$ cat src/rtl/debounce_strobe.sv
// Purpose : synchronize and debounce a raw input, emit a clean level plus change strobes.
// Latency : STABLE_CYCLES+2 clocks from the first new-level sample to d/en/rise/fall.
// Backpressure: none; free-running, one decision per clock, nothing is ever stalled.
//
// Ports:
//   clk      - single clock, all state updates on the rising edge
//   reset_n  - asynchronous active-low reset (released synchronously upstream)
//   din      - raw asynchronous input (button or switch)
//   d        - registered debounced level, drives the downstream latch data input
//   en       - registered one-cycle strobe in the cycle d changes (latch enable)
//   rise     - registered one-cycle strobe on an accepted 0->1 change of d
//   fall     - registered one-cycle strobe on an accepted 1->0 change of d
//   busy     - registered, high while a candidate change is being qualified
module debounce_strobe #(
    parameter int STABLE_CYCLES = 4,
    parameter int CNT_W         = 4
) (
    input  logic clk,
    input  logic reset_n,
    input  logic din,
    output logic d,
    output logic en,
    output logic rise,
    output logic fall,
    output logic busy
);

    typedef enum logic [1:0] {
        IDLE_LO = 2'd0,
        WAIT_HI = 2'd1,
        IDLE_HI = 2'd2,
        WAIT_LO = 2'd3
    } state_t;

    // Count value at which the current sample is the STABLE_CYCLES-th in a row.
    localparam logic [CNT_W-1:0] CNT_LAST = CNT_W'(STABLE_CYCLES - 1);
    localparam logic [CNT_W-1:0] CNT_ONE  = CNT_W'(1);

    state_t           state;
    logic             s1;
    logic             s2;
    logic [CNT_W-1:0] cnt;

    // Synchronizer, qualification FSM and all outputs share one register block so
    // every output is a flop and nothing combinational reaches a port from din.
    always_ff @(posedge clk or negedge reset_n) begin
        if (!reset_n) begin
            s1    <= 1'b0;
            s2    <= 1'b0;
            state <= IDLE_LO;
            cnt   <= '0;
            d     <= 1'b0;
            en    <= 1'b0;
            rise  <= 1'b0;
            fall  <= 1'b0;
            busy  <= 1'b0;
        end else begin
            s1 <= din;
            s2 <= s1;

            // Strobes are single-cycle: cleared every clock unless set below.
            en   <= 1'b0;
            rise <= 1'b0;
            fall <= 1'b0;

            case (state)
                IDLE_LO: begin
                    if (s2) begin
                        state <= WAIT_HI;
                        cnt   <= CNT_ONE;
                        busy  <= 1'b1;
                    end
                end

                WAIT_HI: begin
                    if (!s2) begin
                        // Bounce: drop the candidate silently.
                        state <= IDLE_LO;
                        cnt   <= '0;
                        busy  <= 1'b0;
                    end else if (cnt == CNT_LAST) begin
                        state <= IDLE_HI;
                        cnt   <= '0;
                        busy  <= 1'b0;
                        d     <= 1'b1;
                        en    <= 1'b1;
                        rise  <= 1'b1;
                    end else begin
                        cnt <= cnt + CNT_ONE;
                    end
                end

                IDLE_HI: begin
                    if (!s2) begin
                        state <= WAIT_LO;
                        cnt   <= CNT_ONE;
                        busy  <= 1'b1;
                    end
                end

                WAIT_LO: begin
                    if (s2) begin
                        state <= IDLE_HI;
                        cnt   <= '0;
                        busy  <= 1'b0;
                    end else if (cnt == CNT_LAST) begin
                        state <= IDLE_LO;
                        cnt   <= '0;
                        busy  <= 1'b0;
                        d     <= 1'b0;
                        en    <= 1'b1;
                        fall  <= 1'b1;
                    end else begin
                        cnt <= cnt + CNT_ONE;
                    end
                end

                default: begin
                    state <= IDLE_LO;
                    cnt   <= '0;
                    busy  <= 1'b0;
                    d     <= 1'b0;
                end
            endcase
        end
    end

endmodule

$ cat config.mk
export PLATFORM = sky130hd
export DESIGN_NAME = debounce_strobe
export DESIGN_NICKNAME = d
export VERILOG_FILES = /design/src/rtl/debounce_strobe.sv
export SDC_FILE = /design/constraint.sdc
export NUM_CORES = 1
export LEC_CHECK = 0
export ABC_AREA = 1
export ABC_CLOCK_PERIOD_IN_PS = 1610
export BUFFER_PORTS_ARGS = -buffer_cell sky130_fd_sc_hd__buf_4
export CORE_MARGIN = 2
export CORE_UTILIZATION = 30
export DETAILED_ROUTE_END_ITERATION = 10
export SKIP_LAST_GASP = 1
export SYNTH_ARGS = -nofsm -noshare
export SYNTH_HDL_FRONTEND = slang
export SYNTH_SLANG_ARGS = --single-unit
$ cat constraint.sdc
create_clock -name clk -period 1.61 [get_ports clk]
set_clock_uncertainty 0.05 [all_clocks]
set_input_delay 0.2415 -clock clk [delete_from_list [all_inputs] [get_ports clk]]
set_output_delay 0.2415 -clock clk [all_outputs]
set_load 0.1 [all_outputs]
Yosys cells after proc, flatten, opt, wreduce, memory -nomap -nowiden
Index checks and enable logic that the tools add are counted.
{ "word_totals": {"inputBits": 3, "output_inout_bits": 5, "ff_bits": 13, "wordCells": 57} }
{ "op_classes": {"muxes": 30, "add_sub_neg": 1, "n_reduce_logical": 5, "eq_ne": 12} }
{ "ops": {"columns": ["cell", "count"], "rows": [
  ["2-to-1 mux 4 bit", 5],
  ["case mux 4 bit (4 select lines)", 1],
  ["2-to-1 mux 1 bit", 14],
  ["2-to-1 mux 2 bit", 6],
  ["inequality test 2 bit, second input constant", 6],
  ["case mux 2 bit (4 select lines)", 1],
  ["inequality test 3 bit, second input constant", 2],
  ["AND reduction 5 bit", 1],
  ["adder 4 x 1 -> 4 bit, second input constant", 1],
  ["== test 2 bit, second input constant", 2],
  ["== test 4 x 2 -> 1 bit, second input constant", 1],
  ["case mux 1 bit (2 select lines)", 2],
  ["case mux 1 bit (4 select lines)", 1],
  ["AND reduction 4 bit", 1],
  ["== test 2 x 1 -> 1 bit, second input constant", 1],
  ["logical NOT 2 bit", 1],
  ["AND reduction 2 bit", 1],
  ["nonzero test 2 bit", 1]
]} }

Longest topological paths before layout
{ "depth": {"ltp_word": 4, "mapped_depth": 6, "depth_no_buf": 6} }

Least setup slack after synthesis
No wires, ideal clock.
{ "synth_timing": {"kind": "register to register", "from": "reg, netlist name busy", "to": "reg busy", "n_path_buf": 0, "stages_incl_launch_ff": 3, "setup_slack_ns": 0.397, "t_required_ns": 1.487, "period_less_slack_ns": 1.213, "setup_time_ns": 0.073, "arrival_ns": 1.090, "path_cell_list": "dfrtp_1 -> a21oi_1 -> nor2_1"} }
{ "synth_lines": {"columns": ["item", "line", "source"], "rows": [
  ["to (signal assigned)", "56", "busy <= 1'b0;"],
  ["to (signal assigned)", "71", "busy <= 1'b1;"],
  ["to (signal assigned)", "80", "busy <= 1'b0;"],
  ["to (decl)", "25", "output logic busy"]
]} }

Worst setup path in the final report
{ "layout_timing": {"from": "reg d", "to": "out d"} }
{ "layout_lines": {"columns": ["item", "line", "source"], "rows": [
  ["from (decl)", "21", "output logic d,"],
  ["from (signal assigned)", "52", "d <= 1'b0;"],
  ["from (signal assigned)", "85", "d <= 1'b1;"],
  ["from (signal assigned)", "110", "d <= 1'b0;"]
]} }
No word-level cell between the ends.

==> impl_metrics.py <==
metrics = {
    "die": {
        "core_area_um2": 1900,
        "initial_utilization_pct": 31.1,
        "rows": 16,
        "die_width_um": 48.4,
        "die_y_um": 48.4,
        "die_area_um2": 2340,
        "ios": 8,
    },
    "synth": {
        "synthXorXnorAreaFrac_pct": 1.48,
        "netlist_area_um2": 591,
        "synth_top_family_by_area": "simple AND/OR/NAND/NOR gates",
        "yosysWarnings": 0,
        "ys.flop_type": "dfrtp_1",
        "synth.most_common_cell": "dfrtp_1",
        "yosys.area_share.simple_pct": 26.9,
        "ys_ff_latch": 13,
        "avgSynthCellArea_um2": 10.2,
        "syn-num-nets": 62,
        "netlist_top_cells_count": "13 x dfrtp_1, 11 x nand2_1, 6 x inv_1",
        "ys_types": 18,
        "synth-compound-area-share_pct": 6.99,
        "syn_inst": 58,
        "synthMuxAreaShare_pct": 0,
        "synth_edf_count": 0,
        "seq_area_frac_synth_pct": 55.1,
        "async_flop_share_pct": 100,
        "synth_fa_ha_area_share_pct": 2.12,
        "synth_area_leader_cell": "dfrtp_1",
        "yosys-top-cells-area": "dfrtp_1 55%, nand2_1 7.0%, nand2_4 5.7%",
        "synth_top_area_share_pct": 55.1,
    },
    "grt": {
        "grt_max_degree": 14,
        "grt_pass1_vias": 387,
        "grt_usage_pct": 9.16,
        "grt-ovfl-total": 0,
        "grt_pass1_wl_um": 1620,
        "antenna_found_initial": 0,
    },
    "sta": {
        "fin_crit_sh_pct": 75.7,
        "rsz0062_at_grt": "false",
        "fmax_ghz": 0.821,
        "final-hold-violation-count": 0,
        "relSlewSlack_pct": 73.1,
        "setup_violations": 0,
        "worst_slew_pin_slew_ps": 404,
        "min_period_ps": 1220,
        "setup_tns_ps": 0,
        "drv_slew": 0,
        "holdWs_ps": 24.5,
        "setup_ws_ps": 391,
    },
    "clock_tree": {
        "cts.htree.levels": 1,
        "cts-root-buf": "clkbuf_4",
        "clk_pin_slew_ps": 80,
        "clockBufferDepth": 2,
        "post_cts_buffers": 0,
        "cts_sinks": 13,
        "cts_hold_buf": 1,
        "cts_buffers": 3,
        "worstSkewPairLatency_ps": 270,
        "post_cts_resized": 0,
        "tritoncts": "built",
    },
    "critical_path": {
        "worstSetupPathType": "flip-flop to output port",
        "worstPathMaxFanout": 2,
        "crit_path_start_kind": "flip-flop",
        "startpoint": "d$_DFFE_PN0P_",
        "cp.buffers_inverters": 1,
        "path_delay_family": "flip-flops",
        "cp-end-kind": "output port",
        "worstPathRequired_ps": 1320,
        "critPathArrivalTime_ps": 930,
        "crit_path_top_delay_cell": "dfrtp_1",
        "max_stage_delay_ps": 360,
        "reg2reg_depth": 5,
        "reg2reg_from": "cnt[0]$_DFFE_PN0P_",
        "regToRegEndpoint": "d$_DFFE_PN0P_",
        "reg2reg_setup_slack_ps": 430,
        "worstPathCellList": "buf_4",
    },
    "routing": {
        "drc": 0,
        "routed_wl_um": 929,
        "drtAntennaViolNets": 0,
        "vias": 382,
        "post_drt_via_cell_ratio": 3.98,
        "drt_first_pass_iters": 2,
        "wl_per_cell_um": 9.68,
        "dr.first_iter.drc_count": 3,
    },
    "finish": {
        "layout-drive-gt1-share_pct": 36.2,
        "final_util_pct": 37.2,
        "area_growth_pct": 19.9,
        "nFillCells": 203,
        "layout.nets": 74,
        "diodes": 0,
    },
    "outcome": {
        "outcome": "finished clean",
    },
    "hold_path": {
        "hp-class": "primary input to flip-flop",
        "holdPathStages": 1,
        "holdPathEnd": "s1$_DFF_PN0_",
        "hold_path_startpoint": "din",
    },
    "placement": {
        "gp_congestion": 0.702,
        "hpwl_um": 702,
        "pre_cts_ws_ps": 437,
        "io_buffer_count": 7,
    },
    "flow_run": {
        "cap_violations": 0,
    },
    "power_and_ir_drop": {
        "ir_drop_uv": 890,
        "power.density_nw_per_um2": 1840,
        "finalPower_mw": 1.30,
        "p_leak_nw": 0.366,
    },
}
==> metal layers <==
metal	share of wire, %	track usage (%)
met5	0	0
met4	0.43	4.29
met3	3.6	2.78
met2	50	16.2
met1	46	10.0
==> cell families after synthesis <==
group                      after synthesis
and+or+nand+nor                         27
DFF                                     13
buffers and inverters                   10
AOI/OAI and AO/OA                        6
xor gates and xnor gates                 1
adders and majority gates                1
==> state kept, by name, indices dropped and copies added (netlist names), named ones only <==
name	cells
cnt	4
s2	1
busy	1
d	1
state	1
s1	1
fall	1
rise	1
en	1
==> stage by stage <==
| step | area, um^2 | cells |
|---|---|---|
| after global placement | 672 | 91 |
| after global routing | 708 | 96 |
| after CTS | 708 | 96 |
| after detailed placement | 672 | 91 |
| after floorplan | 591 | 58 |
| final | 708 | 96 |
==> area by class of cell <==
type | count | area [um^2] | area share (%)
Clock buffer | 4 | 26.3 | 3.71
Inverter | 9 | 38.8 | 5.48
Multi-Input combinational cell | 35 | 221 | 31.3
Sequential cell | 13 | 325 | 45.9
Tap cell | 27 | 33.8 | 4.77
Timing Repair Buffer | 8 | 62.6 | 8.83
==> how the worst max path moves through the flow <==
stage                            end  slack (ps)  depth (start not counted)
finish                             d         390                          1
global route               flip-flop         350                          6
CTS                                d         380                          1
detailed placement     d$_DFFE_PN0P_         440                          5
global placement       d$_DFFE_PN0P_         470                          5
floorplan           busy$_DFFE_PN0P_         400                          2
==> power breakdown <==
part | internal (mW) | switching, mW | leakage (nW)
Sequential | 0.411 | 0.103 | 0.167
Clock | 0.0958 | 0.102 | 0.0150
Combinational | 0.169 | 0.422 | 0.184
Total | 0.676 | 0.626 | 0.366
==> cells in the final DEF (no fill, tap or decap), drive strengths merged <==
| cell type | synthesis | routed |
|---|---|---|
| a21oi | 3 | 3 |
| buf | 1 | 7 |
| clkbuf | 0 | 4 |
| clkinv | 1 | 1 |
| dfrtp | 13 | 13 |
| dlygate4sd3 | 0 | 1 |
| ha | 1 | 1 |
| inv | 8 | 8 |
| nand2 | 16 | 16 |
| nand3 | 4 | 4 |
| nand4 | 2 | 2 |
| nor2 | 5 | 5 |
| o21ai | 3 | 3 |
| xnor2 | 1 | 1 |
==> worst register-to-register path, cell delays in order (launching register included) <==
cell and delay, ps:
dfrtp_1 430, ha_1 270, nand2_4 110, clkinv_4 70
nand4_1 90, nand2_1 60
(Power assumes the default switching activity.)
